==> config.mk <==
export PLATFORM = sky130hd
export DESIGN_NAME = bcd_countdown_timer_flat
export DESIGN_NICKNAME = d
export VERILOG_FILES = /design/src/rtl/bcd_countdown_timer_pkg.sv /design/src/rtl/bcd_countdown_timer_if.sv /design/src/rtl/bcd_countdown_timer_dec.sv /design/src/rtl/bcd_countdown_timer.sv /design/src/flat_wrapper.sv
export SDC_FILE = /design/constraint.sdc
export NUM_CORES = 1
export LEC_CHECK = 0
export CORE_ASPECT_RATIO = 0.75
export CORE_MARGIN = 1.5
export CORE_UTILIZATION = 33
export CTS_CLUSTER_DIAMETER = 100
export DETAILED_ROUTE_END_ITERATION = 12
export PLACE_DENSITY_LB_ADDON = 0.08
export SETUP_SLACK_MARGIN = 0.02
export SLEW_MARGIN = 25
export SYNTH_ARGS = -nofsm -noshare
export SYNTH_HDL_FRONTEND = slang
export SYNTH_SLANG_ARGS = --single-unit
==> constraint.sdc <==
create_clock -name clk -period 4.45 [get_ports clk]
set_input_delay 0.89 -clock clk [delete_from_list [all_inputs] [get_ports clk]]
set_output_delay 0.89 -clock clk [all_outputs]
set_load 0.05 [all_outputs]
==> src/rtl/bcd_countdown_timer_pkg.sv <==
// bcd_countdown_timer_pkg
// Shared game types and constants for the countdown timer.
//   state_t   : timer FSM state (IDLE / RUN / DONE)
//   bcd_t     : one BCD digit
//   RST_*     : level-0 time budget (also the first entry of the level-time table)
//   bcd_clamp : saturates an out-of-range BCD digit to 9
package bcd_countdown_timer_pkg;

  typedef enum logic [1:0] {
    ST_IDLE = 2'd0,
    ST_RUN  = 2'd1,
    ST_DONE = 2'd2
  } state_t;

  typedef logic [3:0] bcd_t;

  localparam bcd_t RST_THREE = 4'd2;
  localparam bcd_t RST_TWO   = 4'd0;
  localparam bcd_t RST_ONE   = 4'd0;

  function automatic bcd_t bcd_clamp(input logic [3:0] d);
    return (d > 4'd9) ? 4'd9 : d;
  endfunction

endpackage

==> src/rtl/bcd_countdown_timer_if.sv <==
// bcd_countdown_timer_if
// Control / display bundle between the game logic and the countdown timer.
//   master : game side, drives load/start/stop and the load digits
//   slave  : timer side, drives the remaining-time digits and status
// Optional macro TIMER_WARN_EN adds the warn signal.
interface bcd_countdown_timer_if;
  import bcd_countdown_timer_pkg::*;

  logic load;
  bcd_t load_three;
  bcd_t load_two;
  bcd_t load_one;
  logic start;
  logic stop;
  bcd_t digit_three;
  bcd_t digit_two;
  bcd_t digit_one;
  logic running;
  logic expired;
  logic time_up;
`ifdef TIMER_WARN_EN
  logic warn;
`endif

  modport master (
    output load, load_three, load_two, load_one, start, stop,
    input  digit_three, digit_two, digit_one, running, expired, time_up
`ifdef TIMER_WARN_EN
    , input warn
`endif
  );

  modport slave (
    input  load, load_three, load_two, load_one, start, stop,
    output digit_three, digit_two, digit_one, running, expired, time_up
`ifdef TIMER_WARN_EN
    , output warn
`endif
  );

endinterface

==> src/rtl/bcd_countdown_timer_dec.sv <==
// bcd_digit_dec
// Single BCD digit decrementer with borrow chaining.
//   digit      : current digit
//   borrow_in  : decrement request from the lower digit
//   digit_next : digit after the optional decrement (0 wraps to 9)
//   borrow_out : propagated borrow when 0 wraps
module bcd_digit_dec
  import bcd_countdown_timer_pkg::*;
(
  input  bcd_t digit,
  input  logic borrow_in,
  output bcd_t digit_next,
  output logic borrow_out
);

  always_comb begin
    digit_next = digit;
    borrow_out = 1'b0;
    if (borrow_in) begin
      if (digit == 4'd0) begin
        digit_next = 4'd9;
        borrow_out = 1'b1;
      end else begin
        digit_next = digit - 4'd1;
      end
    end
  end

endmodule

==> src/rtl/bcd_countdown_timer.sv <==
// bcd_countdown_timer
// Three-digit BCD countdown timer, one decrement per TICK_DIV clocks.
//   clk, reset   : clock, async active-low reset
//   bus (slave)  : load/start/stop controls, load digits, remaining-time
//                  digits, running, expired (1-cycle pulse), time_up (level)
// Optional macro TIMER_WARN_EN adds a registered low-time warning (WARN_SECS).
module bcd_countdown_timer
  import bcd_countdown_timer_pkg::*;
#(
  parameter int TICK_DIV  = 50000000,
  parameter int WARN_SECS = 10
) (
  input  logic                  clk,
  input  logic                  reset,
  bcd_countdown_timer_if.slave  bus
);

  localparam int PRE_W = (TICK_DIV > 2) ? $clog2(TICK_DIV) : 1;

  state_t           r_state;
  bcd_t             r_d3, r_d2, r_d1;
  logic [PRE_W-1:0] r_pre;
  logic             r_running, r_expired, r_time_up;

  // Next-state values; the register block below only latches them.
  state_t           w_state;
  bcd_t             w_d3, w_d2, w_d1;
  logic [PRE_W-1:0] w_pre;
  logic             w_expired;

  logic w_tick;
  bcd_t w_dec3, w_dec2, w_dec1;
  logic w_b1, w_b2, w_b3;
  logic w_dec_zero;

  assign w_tick = (r_state == ST_RUN) && (r_pre == PRE_W'(TICK_DIV - 1));

  bcd_digit_dec u_dec_one   (.digit(r_d1), .borrow_in(1'b1), .digit_next(w_dec1), .borrow_out(w_b1));
  bcd_digit_dec u_dec_two   (.digit(r_d2), .borrow_in(w_b1), .digit_next(w_dec2), .borrow_out(w_b2));
  bcd_digit_dec u_dec_three (.digit(r_d3), .borrow_in(w_b2), .digit_next(w_dec3), .borrow_out(w_b3));

  // w_b3 only fires on an underflow of 000, which RUN never holds; treat it
  // as expiry anyway so the counter can never wrap to 999.
  assign w_dec_zero = ({w_dec3, w_dec2, w_dec1} == 12'h000) || w_b3;

  // Priority: load > stop > tick > start.
  always_comb begin
    w_state   = r_state;
    w_d3      = r_d3;
    w_d2      = r_d2;
    w_d1      = r_d1;
    w_pre     = r_pre;
    w_expired = 1'b0;
    if (bus.load) begin
      w_d3    = bcd_clamp(bus.load_three);
      w_d2    = bcd_clamp(bus.load_two);
      w_d1    = bcd_clamp(bus.load_one);
      w_pre   = '0;
      w_state = ST_IDLE;
    end else if (bus.stop && r_state == ST_RUN) begin
      w_pre   = '0;
      w_state = ST_IDLE;
    end else if (r_state == ST_RUN) begin
      if (w_tick) begin
        w_pre = '0;
        if (w_dec_zero) begin
          w_d3      = 4'd0;
          w_d2      = 4'd0;
          w_d1      = 4'd0;
          w_state   = ST_DONE;
          w_expired = 1'b1;
        end else begin
          w_d3 = w_dec3;
          w_d2 = w_dec2;
          w_d1 = w_dec1;
        end
      end else begin
        w_pre = r_pre + 1'b1;
      end
    end else if (bus.start && r_state == ST_IDLE) begin
      w_pre = '0;
      if ({r_d3, r_d2, r_d1} == 12'h000) begin
        w_state   = ST_DONE;
        w_expired = 1'b1;
      end else begin
        w_state = ST_RUN;
      end
    end
  end

`ifdef TIMER_WARN_EN
  logic       r_warn;
  logic [6:0] w_two_val;
  logic       w_warn;
  assign w_two_val = ({3'b0, w_d2} * 7'd10) + {3'b0, w_d1};
  assign w_warn    = (w_state == ST_RUN) && (w_d3 == 4'd0) &&
                     ({25'd0, w_two_val} <= WARN_SECS);
  always_ff @(posedge clk or negedge reset) begin
    if (!reset) r_warn <= 1'b0;
    else        r_warn <= w_warn;
  end
  assign bus.warn = r_warn;
`endif

  always_ff @(posedge clk or negedge reset) begin
    if (!reset) begin
      r_state   <= ST_IDLE;
      r_d3      <= RST_THREE;
      r_d2      <= RST_TWO;
      r_d1      <= RST_ONE;
      r_pre     <= '0;
      r_running <= 1'b0;
      r_expired <= 1'b0;
      r_time_up <= 1'b0;
    end else begin
      r_state   <= w_state;
      r_d3      <= w_d3;
      r_d2      <= w_d2;
      r_d1      <= w_d1;
      r_pre     <= w_pre;
      r_running <= (w_state == ST_RUN);
      r_expired <= w_expired;
      r_time_up <= (w_state == ST_DONE);
    end
  end

  assign bus.digit_three = r_d3;
  assign bus.digit_two   = r_d2;
  assign bus.digit_one   = r_d1;
  assign bus.running     = r_running;
  assign bus.expired     = r_expired;
  assign bus.time_up     = r_time_up;

endmodule

==> src/flat_wrapper.sv <==
// flat-port wrapper written by rule: the top's interface ports become plain ports
module bcd_countdown_timer_flat import bcd_countdown_timer_pkg::*;
#(
  parameter int TICK_DIV  = 50000000,
  parameter int WARN_SECS = 10
)
  (clk, reset, bus_load, bus_load_three, bus_load_two, bus_load_one, bus_start, bus_stop, bus_digit_three, bus_digit_two, bus_digit_one, bus_running, bus_expired, bus_time_up);
  bcd_countdown_timer_if bus_i ();
  input  logic clk;
  input  logic reset;
  input wire logic [$bits(bus_i.load)-1:0] bus_load;
  input wire logic [$bits(bus_i.load_three)-1:0] bus_load_three;
  input wire logic [$bits(bus_i.load_two)-1:0] bus_load_two;
  input wire logic [$bits(bus_i.load_one)-1:0] bus_load_one;
  input wire logic [$bits(bus_i.start)-1:0] bus_start;
  input wire logic [$bits(bus_i.stop)-1:0] bus_stop;
  output wire logic [$bits(bus_i.digit_three)-1:0] bus_digit_three;
  output wire logic [$bits(bus_i.digit_two)-1:0] bus_digit_two;
  output wire logic [$bits(bus_i.digit_one)-1:0] bus_digit_one;
  output wire logic [$bits(bus_i.running)-1:0] bus_running;
  output wire logic [$bits(bus_i.expired)-1:0] bus_expired;
  output wire logic [$bits(bus_i.time_up)-1:0] bus_time_up;
  assign bus_i.load = bus_load;
  assign bus_i.load_three = bus_load_three;
  assign bus_i.load_two = bus_load_two;
  assign bus_i.load_one = bus_load_one;
  assign bus_i.start = bus_start;
  assign bus_i.stop = bus_stop;
  assign bus_digit_three = bus_i.digit_three;
  assign bus_digit_two = bus_i.digit_two;
  assign bus_digit_one = bus_i.digit_one;
  assign bus_running = bus_i.running;
  assign bus_expired = bus_i.expired;
  assign bus_time_up = bus_i.time_up;
  bcd_countdown_timer #(.TICK_DIV(TICK_DIV), .WARN_SECS(WARN_SECS)) u_core (.clk(clk), .reset(reset), .bus(bus_i));
endmodule
==> results.ini <==
[critical_path]
criticalPathCategory = input pin to flop
cp-end-kind = flop
cp_data_required_time_ns = 4.61
cp_top_family = buffers and inverters
slowest_stage = a21oi_1
crit_arrival_ns = 2.99
crit_path_max_incr_delay_ns = 0.70
crit_buf_inv = 3
crit_chain = clkdlybuf4s50_1 > buf_4 > inv_1 > a21oi_1 > nand3_1 > xor2_1 > nor2_1
cp_max_fo = 25
start_kind = input pin

[clock_tree]
clock_path_buffers = 2
cts_num_sinks = 43
cts_tree = built
numCtsBuffers = 5
cts_setup_buffers = 0
htree_num_levels = 2
cts-resized-gates = 0
clk_latency_ns = 0.29
clkSlewWorstSetupHoldPaths_ns = 0.08
cts-hold-fix-buffers = 0
cts-root-buf = clkbuf_8

[timing]
fin_crit_ns = 2.829
fmax_mhz = 353.5
finalSetupViolations = 0
worst_slack_ns = 1.621
fin_skew_ns = 0.01018
slew_headroom_pct = 30.96
fin_tns_setup_ns = 0
timing.final.crit_share_pct = 63.57
hold_violations = 0
rsz0062_at_grt = no
maxSlewViolCount = 0
tightest_slew_ns = 1.032

[floorplanning]
num_io_pins = 32
die_w_um = 104.0
core-area_um2 = 7365
die_area_um2 = 8190
die_h_um = 78.75
core.rowCount = 27
initial_core_util_pct = 34.28

[outcome]
outcome = completed

[global_route]
antenna_found_initial = 0
grt_pass1_wl_um = 10580
overflow = 0
grt_max_degree = 44
grt_pass1_vias = 2098
grt_usage_pct = 16.19

[yosys]
synth.area.top_cells = dfrtp_1, xor2_1, nor2_1, nand3_1, nand4_1
synth_edf_count = 0
synth_common_cells = dfrtp_1, nor2_1, nand2_1
syn-instance-count = 276
yosys_warnings = 0
synth.distinct_cells = 55
synth.net_count = 294
netlist_area_um2 = 2525
synth_ff_type = dfrtp_1
synth_seq_cells = 43
synth_top_area_share_pct = 41.63
ys_seq_area_share_pct = 42.67
netlist.top_cell.by_area = dfrtp_1
syn_avg_cell_area_um2 = 9.148
ys_async_sr_fraction_pct = 100.0
synth_most_common_cell = dfrtp_1

[routing]
first_pass_iters = 4
via_per_inst = 5.278
avgRoutedWirePerCell_um = 15.14
vias = 2143
drt_iter0_markers = 98
ant_nets = 0
routed_wl_um = 6147
drc = 0

[cells_and_area]
area_growth_syn_to_layout_pct = 18.83
nNetsFinal = 322
drive_gt1_share_pct = 6.885
nFillCells = 780
antenna_cells = 0

[worst_hold_path]
hold_path_class = flop to flop

[placed_design]
portBuffers = 31
gp_congestion = 0.7571
place_ws_ns = 1.309
dp_hpwl_um = 4438

[power]
powerDensity_nw_per_um2 = 269.0
total_leakage_power_uw = 0.001153
ir_worst_vdd_mv = 0.09012

[run]
drv_cap = 0

-- metal layers --
| layer | part of all wire, % | GRT usage, % | wire [µm] | vias up |
|---|---|---|---|---|
| met2 | 40 | 22.45 | 2468 | 30 |
| li1 | - | - | - | 1075 |
| met4 | 0.99 | 4.167 | 61 | 0 |
| met3 | 3.5 | 3.530 | 218 | 8 |
| met5 | 0 | 0 | 0 | - |
| met1 | 55 | 25.01 | 3398 | 1030 |
-- cells in the final DEF (no fill, tap or decap), types with 3 or more instances in the layout --
cell type / count
nor4_1: 4
and2_1: 3
buf_4: 3
inv_1: 8
o31a_1: 3
and3_1: 6
nand4_1: 13
clkbuf_8: 5
dfrtp_1: 42
a21oi_1: 5
xor2_1: 16
nand3_1: 18
nor2b_1: 4
a31oi_1: 11
o21a_1: 3
and4_1: 5
nand2_1: 20
nor3b_1: 3
nand2b_1: 5
o21ai_0: 10
mux2i_1: 4
clkdlybuf4s50_1: 30
nor2_1: 30
nand3b_1: 5
nor3_1: 8
-- where the power goes --
group / total (µW) / internal, µW / switching, µW
clock: 240 / 110 / 129
sequential: 424 / 403 / 21.3
combinational: 143 / 54.0 / 88.9
-- logic make-up (layout without fill, tap and decap cells) --
kind of cell | Yosys count | count (layout) | synth area share [%]
AOI/OAI and AO/OA | 54 | 54 | 14.92
xor gates and xnor gates | 18 | 18 | 6.244
adders and majority gates | 1 | 1 | 0.4955
buffers and inverters | 20 | 49 | 3.370
DFF | 43 | 43 | 42.67
muxes | 6 | 6 | 2.478
and+or+nand+nor | 134 | 134 | 29.83
-- layout make-up --
type | instances | area [µm²] | share of cell area, %
well taps | 101 | 126.4 | 4.212
multi-input cells | 213 | 1363 | 45.41
inverters | 8 | 30.03 | 1.001
flip-flops and latches | 43 | 1077 | 35.90
clock buffers | 7 | 76.32 | 2.544
clock inverters | 1 | 5.005 | 0.1668
repair buffers | 33 | 322.8 | 10.76
-- state kept, by name (all words and copies together), names as in the netlist --
| name | count |
|---|---|
| u_core.r_pre | 26 |
| u_core.bus.digit_one | 4 |
| u_core.bus.digit_three | 4 |
| u_core.bus.digit_two | 4 |
| u_core.r_state | 2 |
| u_core.bus.expired | 1 |
| u_core.bus.running | 1 |
| u_core.bus.time_up | 1 |
-- worst paths after layout --
| kind | depth (start not counted) | end | slack (ns) | startpoint |
|---|---|---|---|---|
| min | 1 | u_core.r_pre[25] | 0.52 | u_core.r_pre[25] |
| max in group asynchronous | 1 | u_core.r_pre[4] | 3.46 | reset |
| max reg2reg | 5 | u_core.r_pre[9] | 1.95 | u_core.r_pre[7] |
| min reg2reg | 1 | u_core.r_pre[25] | 0.52 | u_core.r_pre[25] |
| min in group asynchronous | 1 | u_core.r_pre[2] | 0.59 | reset |
| max | 7 | u_core.r_pre[10] | 1.62 | bus_load |
-- metrics by stage --
step | area (µm²) | hold WS, ns | util [%] | std cells | power, µW
CTS | 3000 | 0.5213 | 40.74 | 406 | 821.2
global placement | 2917 | 0.4957 | 39.60 | 398 | 577.1
detailed placement | 2919 | 0.5018 | 39.64 | 398 | 576.0
floorplan | 2525 | 0.4734 | - | 276 | 514.1
global route | 3000 | 0.5595 | 40.74 | 406 | 853.0
finish | 3000 | 0.5179 | 40.74 | 406 | 807.0
No activity file was read; power rests on OpenSTA's default activity.
